[src/rtl/pfpu_wb_pkg.sv]
// Shared PFPU definitions: latency-slot depth, register-file address width,
// ALU unit indices and the per-unit issue latencies.
package pfpu_wb_pkg;

  localparam int PFPU_MAXLAT = 8;
  localparam int PFPU_ADDRW  = 7;

  typedef enum logic [1:0] {
    UNIT_IF   = 2'd0,
    UNIT_ADD  = 2'd1,
    UNIT_MUL  = 2'd2,
    UNIT_MISC = 2'd3
  } unit_e;

  localparam logic [2:0] PFPU_LAT_IF   = 3'd2;
  localparam logic [2:0] PFPU_LAT_ADD  = 3'd5;
  localparam logic [2:0] PFPU_LAT_MUL  = 3'd4;
  localparam logic [2:0] PFPU_LAT_MISC = 3'd1;

  // When several units report valid at once, the lowest index wins.
  function automatic unit_e lowest_unit(input logic [3:0] v);
    if (v[0])      return UNIT_IF;
    else if (v[1]) return UNIT_ADD;
    else if (v[2]) return UNIT_MUL;
    else           return UNIT_MISC;
  endfunction

endpackage

[src/rtl/pfpu_wb_if.sv]
// Bundle of the sequencer issue port, ALU result buses and the register-file
// write-back/status signals seen by pfpu_wb.
interface pfpu_wb_if import pfpu_wb_pkg::*; #(
  parameter int ADDRW = PFPU_ADDRW
);
  logic             issue;
  logic [ADDRW-1:0] issue_dest;
  logic [2:0]       issue_lat;
  logic [31:0]      r0, r1, r2, r3;
  logic [3:0]       v;
  logic             wr_en;
  logic [ADDRW-1:0] wr_addr;
  logic [31:0]      wr_data;
  logic             busy;
  logic [3:0]       pending;
  logic             err_sched, err_coll, err_orphan, err_miss;

  modport master (
    output issue, issue_dest, issue_lat, r0, r1, r2, r3, v,
    input  wr_en, wr_addr, wr_data, busy, pending,
           err_sched, err_coll, err_orphan, err_miss
  );

  modport slave (
    input  issue, issue_dest, issue_lat, r0, r1, r2, r3, v,
    output wr_en, wr_addr, wr_data, busy, pending,
           err_sched, err_coll, err_orphan, err_miss
  );
endinterface

[src/rtl/pfpu_destq.sv]
// Destination-address shift register: an entry inserted at slot[lat-1]
// arrives at slot[0] exactly lat cycles later. Callers gate issue_i on a legal latency.
module pfpu_destq import pfpu_wb_pkg::*; #(
  parameter int MAXLAT = PFPU_MAXLAT,
  parameter int ADDRW  = PFPU_ADDRW
) (
  input  logic             clk_i,
  input  logic             rst_i,
  input  logic             issue_i,
  input  logic [ADDRW-1:0] dest_i,
  input  logic [2:0]       lat_i,
  output logic             slot0Valid_o,
  output logic [ADDRW-1:0] slot0Addr_o,
  output logic [3:0]       pending_o,
  output logic             conflict_o
);

  logic [MAXLAT-1:0] valid_q, valid_d;
  logic [ADDRW-1:0]  addr_q [MAXLAT];
  logic [ADDRW-1:0]  addr_d [MAXLAT];
  logic [3:0]        pending_q, pending_d;

  always_comb begin
    valid_d    = valid_q >> 1;
    addr_d     = addr_q;
    conflict_o = 1'b0;
    for (int k = 0; k < MAXLAT - 1; k++) begin
      addr_d[k] = addr_q[k + 1];
    end
    // The new entry wins over whatever shifted into its slot.
    if (issue_i) begin
      conflict_o             = valid_d[lat_i - 3'd1];
      valid_d[lat_i - 3'd1]  = 1'b1;
      addr_d[lat_i - 3'd1]   = dest_i;
    end
    pending_d = '0;
    for (int k = 0; k < MAXLAT; k++) begin
      pending_d = pending_d + {3'b000, valid_d[k]};
    end
  end

  always_ff @(posedge clk_i) begin
    if (rst_i) begin
      valid_q   <= '0;
      pending_q <= '0;
      for (int k = 0; k < MAXLAT; k++) begin
        addr_q[k] <= '0;
      end
    end else begin
      valid_q   <= valid_d;
      pending_q <= pending_d;
      addr_q    <= addr_d;
    end
  end

  assign slot0Valid_o = valid_q[0];
  assign slot0Addr_o  = addr_q[0];
  assign pending_o    = pending_q;

endmodule

[src/rtl/pfpu_wb.sv]
// PFPU write-back stage: matches ALU valid strobes against the scheduled
// destination queue and drives the registered register-file write port.
module pfpu_wb import pfpu_wb_pkg::*; #(
  parameter int MAXLAT = PFPU_MAXLAT,
  parameter int ADDRW  = PFPU_ADDRW
) (
  input  logic     sys_clk,
  input  logic     alu_rst,
  pfpu_wb_if.slave bus
);

  logic             slot0Valid;
  logic [ADDRW-1:0] slot0Addr;
  logic [3:0]       pending;
  logic             insConflict;
  logic             latOk;
  logic             multiValid;
  logic             doWrite;
  unit_e            selUnit;
  logic [31:0]      selData;

  logic             wrEn_q, wrEn_d;
  logic [ADDRW-1:0] wrAddr_q, wrAddr_d;
  logic [31:0]      wrData_q, wrData_d;
  // err bits: [0] sched, [1] coll, [2] orphan, [3] miss
  logic [3:0]       err_q, err_d;

  assign latOk = (bus.issue_lat != 3'd0) && (32'(bus.issue_lat) < 32'(MAXLAT));

  pfpu_destq #(
    .MAXLAT (MAXLAT),
    .ADDRW  (ADDRW)
  ) u_destq (
    .clk_i        (sys_clk),
    .rst_i        (alu_rst),
    .issue_i      (bus.issue && latOk),
    .dest_i       (bus.issue_dest),
    .lat_i        (bus.issue_lat),
    .slot0Valid_o (slot0Valid),
    .slot0Addr_o  (slot0Addr),
    .pending_o    (pending),
    .conflict_o   (insConflict)
  );

  always_comb begin
    selUnit = lowest_unit(bus.v);
    selData = bus.r0;
    case (selUnit)
      UNIT_IF:   selData = bus.r0;
      UNIT_ADD:  selData = bus.r1;
      UNIT_MUL:  selData = bus.r2;
      UNIT_MISC: selData = bus.r3;
    endcase
    multiValid = (bus.v & (bus.v - 4'd1)) != 4'd0;
    doWrite    = slot0Valid && (bus.v != 4'd0);
    wrEn_d     = doWrite;
    wrAddr_d   = doWrite ? slot0Addr : wrAddr_q;
    wrData_d   = doWrite ? selData : wrData_q;
    err_d      = err_q | {slot0Valid && (bus.v == 4'd0),
                          !slot0Valid && (bus.v != 4'd0),
                          slot0Valid && multiValid,
                          insConflict || (bus.issue && !latOk)};
  end

  // Reset also swallows any issue or valid strobe present in the same cycle.
  always_ff @(posedge sys_clk) begin
    if (alu_rst) begin
      wrEn_q   <= 1'b0;
      wrAddr_q <= '0;
      wrData_q <= '0;
      err_q    <= '0;
    end else begin
      wrEn_q   <= wrEn_d;
      wrAddr_q <= wrAddr_d;
      wrData_q <= wrData_d;
      err_q    <= err_d;
    end
  end

  assign bus.wr_en      = wrEn_q;
  assign bus.wr_addr    = wrAddr_q;
  assign bus.wr_data    = wrData_q;
  assign bus.pending    = pending;
  assign bus.busy       = wrEn_q || (pending != 4'd0);
  assign bus.err_sched  = err_q[0];
  assign bus.err_coll   = err_q[1];
  assign bus.err_orphan = err_q[2];
  assign bus.err_miss   = err_q[3];

endmodule

[src/flat_wrapper.sv]
// flat-port wrapper written by rule: the top's interface ports become plain ports
module pfpu_wb_flat import pfpu_wb_pkg::*;
#(
  parameter int MAXLAT = PFPU_MAXLAT,
  parameter int ADDRW  = PFPU_ADDRW
)
  (sys_clk, alu_rst, bus_issue, bus_issue_dest, bus_issue_lat, bus_r0, bus_r1, bus_r2, bus_r3, bus_v, bus_wr_en, bus_wr_addr, bus_wr_data, bus_busy, bus_pending, bus_err_sched, bus_err_coll, bus_err_orphan, bus_err_miss);
  pfpu_wb_if #(.ADDRW(ADDRW)) bus_i ();
  input  logic sys_clk;
  input  logic alu_rst;
  input wire logic [$bits(bus_i.issue)-1:0] bus_issue;
  input wire logic [$bits(bus_i.issue_dest)-1:0] bus_issue_dest;
  input wire logic [$bits(bus_i.issue_lat)-1:0] bus_issue_lat;
  input wire logic [$bits(bus_i.r0)-1:0] bus_r0;
  input wire logic [$bits(bus_i.r1)-1:0] bus_r1;
  input wire logic [$bits(bus_i.r2)-1:0] bus_r2;
  input wire logic [$bits(bus_i.r3)-1:0] bus_r3;
  input wire logic [$bits(bus_i.v)-1:0] bus_v;
  output wire logic [$bits(bus_i.wr_en)-1:0] bus_wr_en;
  output wire logic [$bits(bus_i.wr_addr)-1:0] bus_wr_addr;
  output wire logic [$bits(bus_i.wr_data)-1:0] bus_wr_data;
  output wire logic [$bits(bus_i.busy)-1:0] bus_busy;
  output wire logic [$bits(bus_i.pending)-1:0] bus_pending;
  output wire logic [$bits(bus_i.err_sched)-1:0] bus_err_sched;
  output wire logic [$bits(bus_i.err_coll)-1:0] bus_err_coll;
  output wire logic [$bits(bus_i.err_orphan)-1:0] bus_err_orphan;
  output wire logic [$bits(bus_i.err_miss)-1:0] bus_err_miss;
  assign bus_i.issue = bus_issue;
  assign bus_i.issue_dest = bus_issue_dest;
  assign bus_i.issue_lat = bus_issue_lat;
  assign bus_i.r0 = bus_r0;
  assign bus_i.r1 = bus_r1;
  assign bus_i.r2 = bus_r2;
  assign bus_i.r3 = bus_r3;
  assign bus_i.v = bus_v;
  assign bus_wr_en = bus_i.wr_en;
  assign bus_wr_addr = bus_i.wr_addr;
  assign bus_wr_data = bus_i.wr_data;
  assign bus_busy = bus_i.busy;
  assign bus_pending = bus_i.pending;
  assign bus_err_sched = bus_i.err_sched;
  assign bus_err_coll = bus_i.err_coll;
  assign bus_err_orphan = bus_i.err_orphan;
  assign bus_err_miss = bus_i.err_miss;
  pfpu_wb #(.MAXLAT(MAXLAT), .ADDRW(ADDRW)) u_core (.sys_clk(sys_clk), .alu_rst(alu_rst), .bus(bus_i));
endmodule
[config.mk]
export PLATFORM = sky130hd
export DESIGN_NAME = pfpu_wb_flat
export DESIGN_NICKNAME = d
export VERILOG_FILES = /design/src/rtl/pfpu_wb_pkg.sv /design/src/rtl/pfpu_wb_if.sv /design/src/rtl/pfpu_destq.sv /design/src/rtl/pfpu_wb.sv /design/src/flat_wrapper.sv
export SDC_FILE = /design/constraint.sdc
export NUM_CORES = 1
export LEC_CHECK = 0
export BUFFER_PORTS_ARGS = -buffer_cell sky130_fd_sc_hd__buf_2
export CAP_MARGIN = 20
export CORE_ASPECT_RATIO = 1.25
export CORE_MARGIN = 4
export CORE_UTILIZATION = 47
export CTS_CLUSTER_DIAMETER = 120
export DETAILED_ROUTE_END_ITERATION = 16
export PLACE_DENSITY = 0.88
export REMOVE_ABC_BUFFERS = 1
export SLEW_MARGIN = 20
export SYNTH_ARGS = -nofsm -noshare
export SYNTH_HDL_FRONTEND = slang
export SYNTH_SLANG_ARGS = --single-unit
[constraint.sdc]
create_clock -name sys_clk -period 6.8 [get_ports sys_clk]
set_clock_uncertainty 0.2 [all_clocks]
set_input_delay 0.34 -clock sys_clk [delete_from_list [all_inputs] [get_ports sys_clk]]
set_output_delay 0.34 -clock sys_clk [all_outputs]
set_load 0.03 [all_outputs]
Yosys cells after proc, flatten, opt, wreduce, memory -nomap -nowiden --
Cells that the tools add are included.
Storage, ports and cells: output and inout port bits 49, register bits 112, logic and storage cells 66, input bits 145
Operators by class: bitwise logic cells 4, reduce and logical (&&, ||, !) cells 18, muxes and demuxes 14, equal/unequal tests 3, $lt $le $gt $ge 4, $add $sub $neg 9
Operators by type and width (number):
- 32-bit one-hot mux with 4 select lines | 1
- 56-bit bitwise mux | 1
- 56-bit 2-to-1 mux | 1
- 7-bit demux with 3-bit select | 1
- 4-bit by 1-bit adder with 4-bit output | 4
- 4-bit nonzero test | 3
- 1-bit logical AND | 8
- 8-bit 2-to-1 mux | 1
- 7-bit by 8-bit OR with 8-bit output | 1
- 7-bit 2-to-1 mux | 1
- 3-bit by 1-bit adder with 4-bit output | 1
- 4-bit bitwise AND | 1
- 2-bit == test (second input constant) | 2
- 4-bit greater-or-equal comparator (second input constant) | 1
- 4-bit logical NOT | 1
- 3-bit by 4-bit < comparator with 1-bit output (second input constant) | 1
- 4-bit by 1-bit < comparator with 1-bit output (second input constant) | 1
- 1-bit 2-to-1 mux | 4
- 2-bit 2-to-1 mux | 2
- 3-bit inverter with 4-bit output | 1
- 4-bit OR | 1
- 4-bit by 1-bit subtractor with 4-bit output (second input constant) | 1
- 2-bit by 1-bit adder with 3-bit output | 1
- 1-bit binary-select mux with 3-bit select | 1
- 9 further kinds | 11

Longest topological paths before layout --
Gate-level depths: netlist of run 1.
depth in word-level cells 14, mapped depth 16, mapped depth without buffers 14

Hierarchy --
From an unflattened synthesis of run 1, not the netlist that was laid out.
Unflattened totals: cells, all modules 660, area total of the unflattened synthesis 5667.9 µm²
By module, submodules not included:
- pfpu_destq | sequential area each 1361.3 µm², cells an instance 351, instances 1, area an instance 3084.2 µm²
- pfpu_wb | sequential area each 880.8 µm², cells an instance 309, instances 1, area an instance 2583.7 µm²

Worst setup path after synthesis of run 1 --
No wires, ideal clock.
path type input -> register, from input port bus_issue_lat[0], to register u_core.u_destq.pending_q[2], in the netlist u_core.u_destq.pending_o[2], required time 6.472 ns, arrival 4.258 ns, slack 2.215 ns, library setup time 0.128 ns, stages on the path 15, buffers on the path 1, cell sequence clkbuf_1 -> inv_1 -> ha_1 -> or3_2 -> a211oi_4 -> nor2_1 -> fa_1 -> fa_1 -> fa_1 -> inv_1 -> ha_1 -> inv_1 -> fa_1 -> xor2_1 -> nor2_1
On the way: cells in the longest elaborated chain, start to end 14, elaborated cells between the ends (all ways) 17, classes of those cells add/sub: 8; order compare: 2; mux: 3; bitwise: 1; reduce/logical: 3
RTL lines:
- from (decl) | line flat_wrapper.sv:13 | input wire logic [$bits(bus_i.issue_lat)-1:0] bus_issue_lat;
- 3-bit by 1-bit subtractor with 3-bit output | line pfpu_destq.sv:33 | valid_d[lat_i - 3'd1] = 1'b1;
- 3-bit by 4-bit < comparator with 1-bit output (not written as such) or 3-bit by 1-bit greater-or-equal comparator with 1-bit output (tied branches) | line pfpu_destq.sv:33
- 1-bit logical AND (not written as such) | line pfpu_destq.sv:33
- 1-bit 2-to-1 mux (not written as such) | line pfpu_destq.sv:33
- 1-bit demux with 3-bit select | line pfpu_destq.sv:33
- 7-bit by 8-bit OR with 8-bit output (no line)
- 8-bit 2-to-1 mux * | line pfpu_destq.sv:31 | if (issue_i) begin
- 1-bit by 1-bit adder with 2-bit output | line pfpu_destq.sv:38 | pending_d = pending_d + {3'b000, valid_d[k]};
- 2-bit by 1-bit adder with 3-bit output | line pfpu_destq.sv:38
- 3-bit by 1-bit adder with 4-bit output | line pfpu_destq.sv:38
- 4-bit by 1-bit adder with 4-bit output (3 in a row) | line pfpu_destq.sv:38
- 4-bit by 1-bit adder with 4-bit output * | line pfpu_destq.sv:38
- to (signal assigned) | line pfpu_destq.sv:51 | pending_q <= pending_d;
- to (decl) | line pfpu_destq.sv:21 | logic [3:0] pending_q, pending_d;
Every way passes the cells marked *; elsewhere a longest branch is shown, timed or not. A chain may end at the register's enable or synchronous reset.

Worst setup path after layout of run 1 --
Same ends and word-level chain as after synthesis.

==> results by stage, run 1 <==
Synthesis:
- The cell area that synthesis handed to floorplanning was 0.005265 sq mm.
- Among all flip-flop cells after synthesis, the most frequent one is sky130_fd_sc_hd__dfxtp_1.
- The synthesis warning total is 0.
- After synthesis, the mean cell area works out to 9.173 sq um.
- The post-synthesis cell type count is 36.
- The share of flip-flops with an asynchronous set or reset after synthesis is 0%.
- After technology mapping, the gate count stands at 574.
- The number of flops mapped to enable cells by yosys is 0.
- The number of flip-flops and latches in the synthesized netlist is 112.
- The sequential area share after synthesis is 42.59%.

CTS:
- The post-cts resize count is 0.
- Hold repair after CTS inserted 0 buffers.
- After clock tree synthesis, the setup repair step added 0 buffers.
- The clock tree from TritonCTS is yes.
- The H-tree depth is 3.
- CTS saw 112 sinks.
- The root buffer cell chosen for the clock tree is sky130_fd_sc_hd__clkbuf_16.
- Clock-pin slew was measured on the worst setup and hold paths at 0.07 ns.
- The TritonCTS buffer count is 9.
- In this run the deepest clock path goes through 2 buffers.
- The clock reaches the later pin of the worst-skew pair after 0.34 ns.

Die:
- From left edge to right edge, the die measures 102.7 um.
- The die outline height is 126.3 um.
- The standard-cell row count is 42.
- During I/O placement, the number of pins put on the boundary was 194.
- The core area is 0.01077 sq mm.
- The die covers 0.01297 sq mm.
- For this configuration, the core starts out at a cell density of 48.87%.

Finish:
- Cells with a size suffix above 1 make up 30.54% of the layout.
- The filler cells instantiated in the layout total 926.
- The register area is 0.002242 sq mm.
- Compared with the post-synthesis result, the final layout area differs by 24.98%.
- The leading cell type in the layout, fill and taps excluded is sky130_fd_sc_hd__buf_2.
- The combined area of the multi-input logic cells is 0.002793 sq mm.
- Measured on the finished design, the core utilization comes to 61.08%.
- In the layout the commonest cells are 192 x sky130_fd_sc_hd__buf_2, 122 x sky130_fd_sc_hd__mux2i_1, 112 x sky130_fd_sc_hd__dfxtp_1.
- After the last flow step, the layout net total stands at 889.

Status:
- The run finished with clean final reports.

Place:
- The final HPWL from detailed placement is 9.806 mm.
- Input and output buffers added on the ports amount to 193.
- The routability congestion estimate from global placement is 0.8604.

Power and ir drop:
- The worst-case IR drop observed on VDD is 0.1465 mV.
- Of the total power, the clock network draws 38.8%.
- The net switching power is 0.3756 mW.
- The switching share of total power is 25.14%.
- The internal power consumption is 1.118 mW.
- The analysis attributes to cell leakage a power of 3.139 nW.
- The combinational share of power is 15.3%.
- Registers are responsible for 45.9% of the overall power.
- The ratio of total power to cell area is 227.0 mW/mm^2.
- Total power for the finished layout comes to 1.494 mW.

STA:
- The count of endpoints failing setup in the final report is 0.
- Setup repair after global routing left no endpoint under its margin.
- The total negative slack for setup checks is 0 ns.
- At the pin with the least slew margin, the transition time is 0.9621 ns.
- The max-slew violation total from the final report was 0.
- In the finished design, the share of the clock period the worst path needs comes to 66.66%.
- The clock period minus final worst setup slack is 4.533 ns.
- The worst max-slew margin expressed relative to the limit is 35.86%.
- Based on the critical path, the design can be clocked at up to 220.6 MHz.
- The number of failing hold endpoints at the final stage is 0.

Route:
- In this run the remaining antenna-violating nets after routing total 0.
- After detailed routing, the total wire length is 12.78 mm.
- After detailed routing, the number of vias per cell comes to 5.150.
- The detailed-route DRC error count is 0.
- The detailed-routing iteration count for the pre-antenna-repair pass is 5.
- The routed wire length per instance is 14.64 um.
- The routed via count is 4496.
- For this block, the initial DRC count from the detailed router was 147.

Critical path:
- The worst setup path is captured at a register.
- The critical path goes through buf_2, inv_1, ha_1, or3_2, a211oi_4, nor2_1, fa_1, fa_1, fa_1, inv_1, ha_1, inv_1, fa_1, xor2_1, nor2_1.
- Data on the critical path is required at its endpoint by 6.80 ns.
- The maximum fanout encountered on the critical timing path is 13.
- The number of buffers and inverters on the critical path is 4.
- The kind of start point of the critical path is an input pin.
- The cell with the biggest individual delay on the critical path is sky130_fd_sc_hd__or3_2.
- The most numerous cell type found on the critical path is sky130_fd_sc_hd__fa_1.
- The critical path start-end classification is in -> reg.
- For this run, the slowest stage of the critical path takes 0.57 ns.
- The kind of cell adding the most delay to the critical path is adder cells.
- The endpoint arrival time on the critical path is 4.53 ns.

Min path:
- The worst hold path belongs to the class in -> reg.

GRT:
- The global-route congestion overflow total is 0.
- The maximum number of pins on one net before global-route repair is 84.
- The number of global-route vias before repair is 4343.
- The number of antenna violations at the first check in global routing is 1.
- Global routing consumed, over all layers together, 19.53% of the routing resources.
- The first global-routing pass estimated 20.40 mm of wire.

Flow run:
- Max-cap violations in this run came to 0.
## worst min-delay path, delay by kind of cell
family | cells | cell delay [ns]
muxes | 1 | 0.12
buffers and inverters | 1 | 0.09
AOI/OAI and AO/OA | 1 | 0.08
## flip-flops by register name (all words and copies together) (netlist names), named ones only
| name | count |
|---|---|
| u_core.u_destq.addr_q | 42 |
| u_core.u_destq.slot0Addr_o | 7 |
| u_core.err_q | 4 |
| u_core.bus.wr_data | 32 |
| u_core.u_destq.pending_o | 4 |
| u_core.bus.wr_en | 1 |
| u_core.u_destq.valid_q | 8 |
| u_core.bus.wr_addr | 7 |
## cell usage after synthesis (all sizes together), types with 2 or more instances
| cell type | n | area (sq um) |
|---|---|---|
| clkbuf | 27 | 101.4 |
| dfxtp | 112 | 2242 |
| nor2 | 107 | 401.6 |
| a21oi | 10 | 50.05 |
| buf | 20 | 95.09 |
| ha | 5 | 62.56 |
| nor2b | 8 | 50.05 |
| o21ai | 33 | 165.2 |
| nor3 | 3 | 15.01 |
| nand2 | 50 | 187.7 |
| a211oi | 37 | 327.8 |
| mux2i | 122 | 1221 |
| nand2b | 2 | 12.51 |
| o211ai | 2 | 25.02 |
| nor3b | 3 | 22.52 |
| fa | 4 | 80.08 |
| o2111ai | 2 | 30.03 |
| xor2 | 2 | 17.52 |
| inv | 11 | 41.29 |
## area by class of cell
cell class	count	area share, %
Clock buffer	11	3.841
Timing Repair Buffer	197	15.17
Inverter	11	0.6275
Clock inverter	5	1.293
Sequential cell	112	34.07
Multi-Input combinational cell	404	42.44
Antenna cell	1	0.03803
Tap cell	132	2.510
## cells by family (layout without fill, tap and decap cells)
family	after synthesis	in the layout	synth area share, %
adders and majority gates	10	10	2.899
other	0	1	0
xor gates and xnor gates	2	2	0.3328
AOI/OAI and AO/OA	88	88	12.02
buffers and inverters	58	224	4.515
and+or+nand+nor	181	181	14.24
DFF	112	112	42.59
muxes	123	123	23.41
## path summary, 6_finish.rpt
path,startpoint,to,slack (ns),cells after the start
setup / recovery,bus_issue_lat[0],u_core.u_destq.pending_o[2],2.27,15
hold reg to reg,u_core.u_destq.slot0Addr_o[3],u_core.bus.wr_addr[3],0.24,2
hold / removal,bus_r0[13],u_core.bus.wr_data[13],0.13,3
setup reg to reg,u_core.u_destq.valid_q[4],u_core.u_destq.pending_o[2],3.68,10
## power groups by stage
stage | clock [mW] | sequential [mW] | combinational, mW
global placement | 0 | 0.700 | 0.223
global route | 0.616 | 0.687 | 0.254
CTS | 0.588 | 0.685 | 0.231
detailed placement | 0 | 0.700 | 0.230
floorplan | 0 | 0.721 | 0.104
finish | 0.579 | 0.685 | 0.229
## routing by layer
layer / up-vias / routed length [um] / GRT usage (%)
met1: 2061 / 5177 / 23.67
met2: 121 / 6607 / 33.69
li1: 2294 / - / -
met5: - / 0 / 0
met3: 20 / 760 / 4.174
met4: 0 / 237 / 6.873
## metrics by stage
step	area, sq um	setup WS, ns	hold WS [ns]	instances
floorplan	5069	2.516	0.2067	527
global placement	6240	2.053	0.2217	856
detailed placement	6240	1.860	0.2253	856
CTS	6578	2.254	0.1269	872
global route	6580	2.040	0.1382	873
finish	6580	2.267	0.1344	873
No activity file was read; power rests on OpenSTA's default activity.
==> run 2: changes to the inputs <==
--- a/config.mk
+++ b/config.mk
@@ -9,7 +9,7 @@
 export CAP_MARGIN = 20
 export CORE_ASPECT_RATIO = 1.25
 export CORE_MARGIN = 4
-export CORE_UTILIZATION = 47
+export CORE_UTILIZATION = 45
 export CTS_CLUSTER_DIAMETER = 120
 export DETAILED_ROUTE_END_ITERATION = 16
 export PLACE_DENSITY = 0.88
==> constraint.sdc (replaced) <==
create_clock -name sys_clk -period 3.95 [get_ports sys_clk]
set_clock_uncertainty 0.2 [all_clocks]
set_input_delay 0.1975 -clock sys_clk [delete_from_list [all_inputs] [get_ports sys_clk]]
set_output_delay 0.1975 -clock sys_clk [all_outputs]
set_load 0.03 [all_outputs]
==> run 2 against run 1 <==
Total power rose by 70%. Core utilization is 0.80 points lower. Critical endpoint unchanged. Via count rose by 2.5%. Setup slack got worse by 2.0 ns. Wire length grew 4.4%. Final cell count up 3.6%. Sequential power is 72% higher. Flip-flop and latch count is the same. Non-clock buffer count grew 29.
==> results by stage, run 2 (same netlist as run 1, synthesis figures left out) <==
Status:
- Result of the run: finished clean (unchanged).

CTS:
- The TritonCTS buffer count is 9 (unchanged).
- The insertion delay of the later-clocked pin in the worst-skew pair is 0.34 ns (about the same).
- The register clock-pin slew on the reported worst setup and hold paths is 0.07 ns (about the same).
- The master cell of the clock root buffer is sky130_fd_sc_hd__clkbuf_16 (unchanged).
- The clock tree from TritonCTS is yes (unchanged).
- The number of buffers inserted to repair setup after CTS was 0 (unchanged).
- The clock sink count was 112 (unchanged).
- The H-tree depth is 3 (unchanged).
- The clock tree buffer depth is 2 (unchanged).

Die:
- The initial core utilization came to 46.60% (was 48.87%).
- The die outline height is 128.9 um (was 126.3 um).
- The number of top-level design ports is 194 (unchanged).
- The core area was 0.01130 sq mm (was 0.01077 sq mm).
- The horizontal extent of the die is 104.7 um (was 102.7 um).
- The standard-cell row count is 43 (was 42).
- The overall die area is 0.01351 sq mm (was 0.01297 sq mm).

Critical path:
- The endpoint kind of the worst setup timing path was a register (unchanged).
- The kind of start point of the critical path is an input pin (unchanged).
- The worst reg2reg path startpoint is u_core.u_destq.valid_q[4] (unchanged).
- The maximum fanout encountered on the critical timing path is 6 (was 13).
- The required time reported for the critical path endpoint came to 3.95 ns (was 6.80 ns).
- The launching instance or port of the critical path is bus_issue (was bus_issue_lat[0]).
- The endpoint arrival time on the critical path came to 3.71 ns (was 4.53 ns).
- The critical path start-end classification is in -> reg (unchanged).

Route:
- The number of DRC markers after the initial detailed-route iteration is 174 (was 147).
- The total length of routed wires is 13.35 mm (was 12.78 mm).
- The detailed-route DRC error count is 0 (unchanged).
- The via density per instance is 5.100 (was 5.150).
- The count of nets left with antenna violations after detail routing is 0 (unchanged).
- The detailed-routing iteration count for the pre-antenna-repair pass came to 4 (was 5).
- The routed via count is 4610 (was 4496).
- The routed wire length per instance is 14.77 um (was 14.64 um).

STA:
- Setup repair after global routing missed its margin: no (unchanged).
- The worst hold slack is 0.001492 ns (was 0.1344 ns).
- The pin slew with the least headroom to its limit was 0.8482 ns (was 0.9621 ns).
- The worst path setup slack after routing is 0.2435 ns (was 2.267 ns).
- The max-slew violation total from the final report is 0 (unchanged).
- The worst max-slew margin expressed relative to the limit was 42.93% (was 35.86%).
- For this run, the top clock speed supported by timing is 269.8 MHz.
- The number of failing hold endpoints at the final stage is 0 (unchanged).
- The clock period minus final worst setup slack is 3.706 ns.
- The total negative slack for setup checks is 0 ns (unchanged).
- The count of endpoints failing setup in the final report is 0 (unchanged).
- Dividing the final minimum period by the clock period gives 93.83%.

Finish:
- The count of fill cells added during filler insertion is 976 (was 926).
- The final net count is 918 (was 889).
- The final design instance area without fill is 0.006810 sq mm (was 0.006580 sq mm).
- Leading cell types in the layout, fill and taps excluded: 192 x sky130_fd_sc_hd__buf_2, 122 x sky130_fd_sc_hd__mux2i_1, 112 x sky130_fd_sc_hd__dfxtp_1 (unchanged).
- The number of diodes is 0 (was 1).
- The leading cell type in the layout, fill and taps excluded is sky130_fd_sc_hd__buf_2 (unchanged).
- The area overhead of the layout relative to synthesis is 29.35% (was 24.98%).
- The final core utilization is 60.28% (was 61.08%).
- The largest register by flop count is u_core.u_destq.addr_q (unchanged).
- The flip-flop count of the largest register after layout came to 42 (unchanged).
- The layout cell share with drive strength beyond 1 was 31.47% (was 30.54%).

Place:
- The setup slack after placement is -0.09583 ns (was 1.860 ns).
- The final HPWL from detailed placement is 9.871 mm (was 9.806 mm).
- The routability congestion estimate from global placement is 0.9042 (was 0.8604).
- The count of input and output buffers was 193 (unchanged).
- The total cell area at the placement stage is 0.006364 sq mm (was 0.006240 sq mm).

Min path:
- The worst min-delay path startpoint is bus_issue_dest[5] (was bus_r0[13]).
- The class of the most critical hold timing path is in -> reg (unchanged).

Power and ir drop:
- The peak supply drop is 0.1752 mV (was 0.1465 mV).
- The standby leakage power is 3.264 nW (was 3.139 nW).
- The ratio of total power to cell area is 372.4 mW/mm^2 (was 227.0 mW/mm^2).

GRT:
- The total routing usage reported by global routing is 19.63% (was 19.53%).
- The global-route congestion overflow total was 0 (unchanged).
- The wire length of the first global-routing pass is 21.65 mm (was 20.40 mm).
- The number of global-route vias before repair is 4540 (was 4343).
- The maximum number of pins on one net before global-route repair is 84 (unchanged).
- The number of antenna violations at the first check in global routing was 0 (was 1).

Flow run:
- The total of max-cap violations is 0 (unchanged).
-- run 2: worst max-delay path, cell delays in order --
cell	delay, ns
sky130_fd_sc_hd__dlygate4sd3_1	0.53
sky130_fd_sc_hd__buf_2	0.18
sky130_fd_sc_hd__nor2b_1	0.25
sky130_fd_sc_hd__o211ai_2	0.14
sky130_fd_sc_hd__nor2b_1	0.17
sky130_fd_sc_hd__fa_1	0.45
sky130_fd_sc_hd__fa_1	0.51
sky130_fd_sc_hd__fa_1	0.41
sky130_fd_sc_hd__inv_1	0.07
sky130_fd_sc_hd__ha_1	0.17
sky130_fd_sc_hd__inv_1	0.06
sky130_fd_sc_hd__fa_1	0.37
sky130_fd_sc_hd__xor2_1	0.15
sky130_fd_sc_hd__nor2_1	0.05
-- run 2: worst paths after layout --
check	end	slack (ns)	cells past startpoint
max reg2reg	u_core.u_destq.pending_o[2]	0.84	10
min	u_core.u_destq.addr_q[19]	0.001	3
min reg2reg	u_core.bus.wr_addr[6]	0.24	2
max	u_core.u_destq.pending_o[2]	0.24	14
-- run 2: final cells by class --
| class | count | area [sq um] | share of cell area, % |
|---|---|---|---|
| inverters | 11 | 41.29 | 0.6063 |
| well taps | 135 | 168.9 | 2.480 |
| flip-flops and latches | 112 | 2242 | 32.92 |
| clock inverters | 6 | 77.57 | 1.139 |
| repair buffers | 226 | 1249 | 18.34 |
| clock buffers | 10 | 239.0 | 3.509 |
| multi-input cells | 404 | 2793 | 41.01 |
-- run 2: through the flow --
step | power, mW | instances
after floorplan | 1.420 | 527
after global placement | 1.600 | 875
after detailed placement | 1.612 | 875
after CTS | 2.565 | 904
after global routing | 2.663 | 904
final | 2.536 | 904
-- run 2: where the power goes --
| part | internal [mW] | switching, mW |
|---|---|---|
| Clock | 0.520 | 0.421 |
| Combinational | 0.183 | 0.235 |
| Sequential | 1.16 | 0.0146 |
| Total | 1.87 | 0.670 |
-- run 2: what timing repair did --
item / 4_1_cts / 5_1_grt
hold buffers: 13 / 0
gates resized for setup: 0 / 0
hold endpoints to repair: 18 / 0
-- run 2: layer usage --
layer	GRT usage, %	vias up	share of wire, %
li1	-	2348	-
met1	23.78	2126	42
met2	36.04	119	52
met3	3.412	17	4.0
met4	5.097	0	1.7
met5	0	-	0
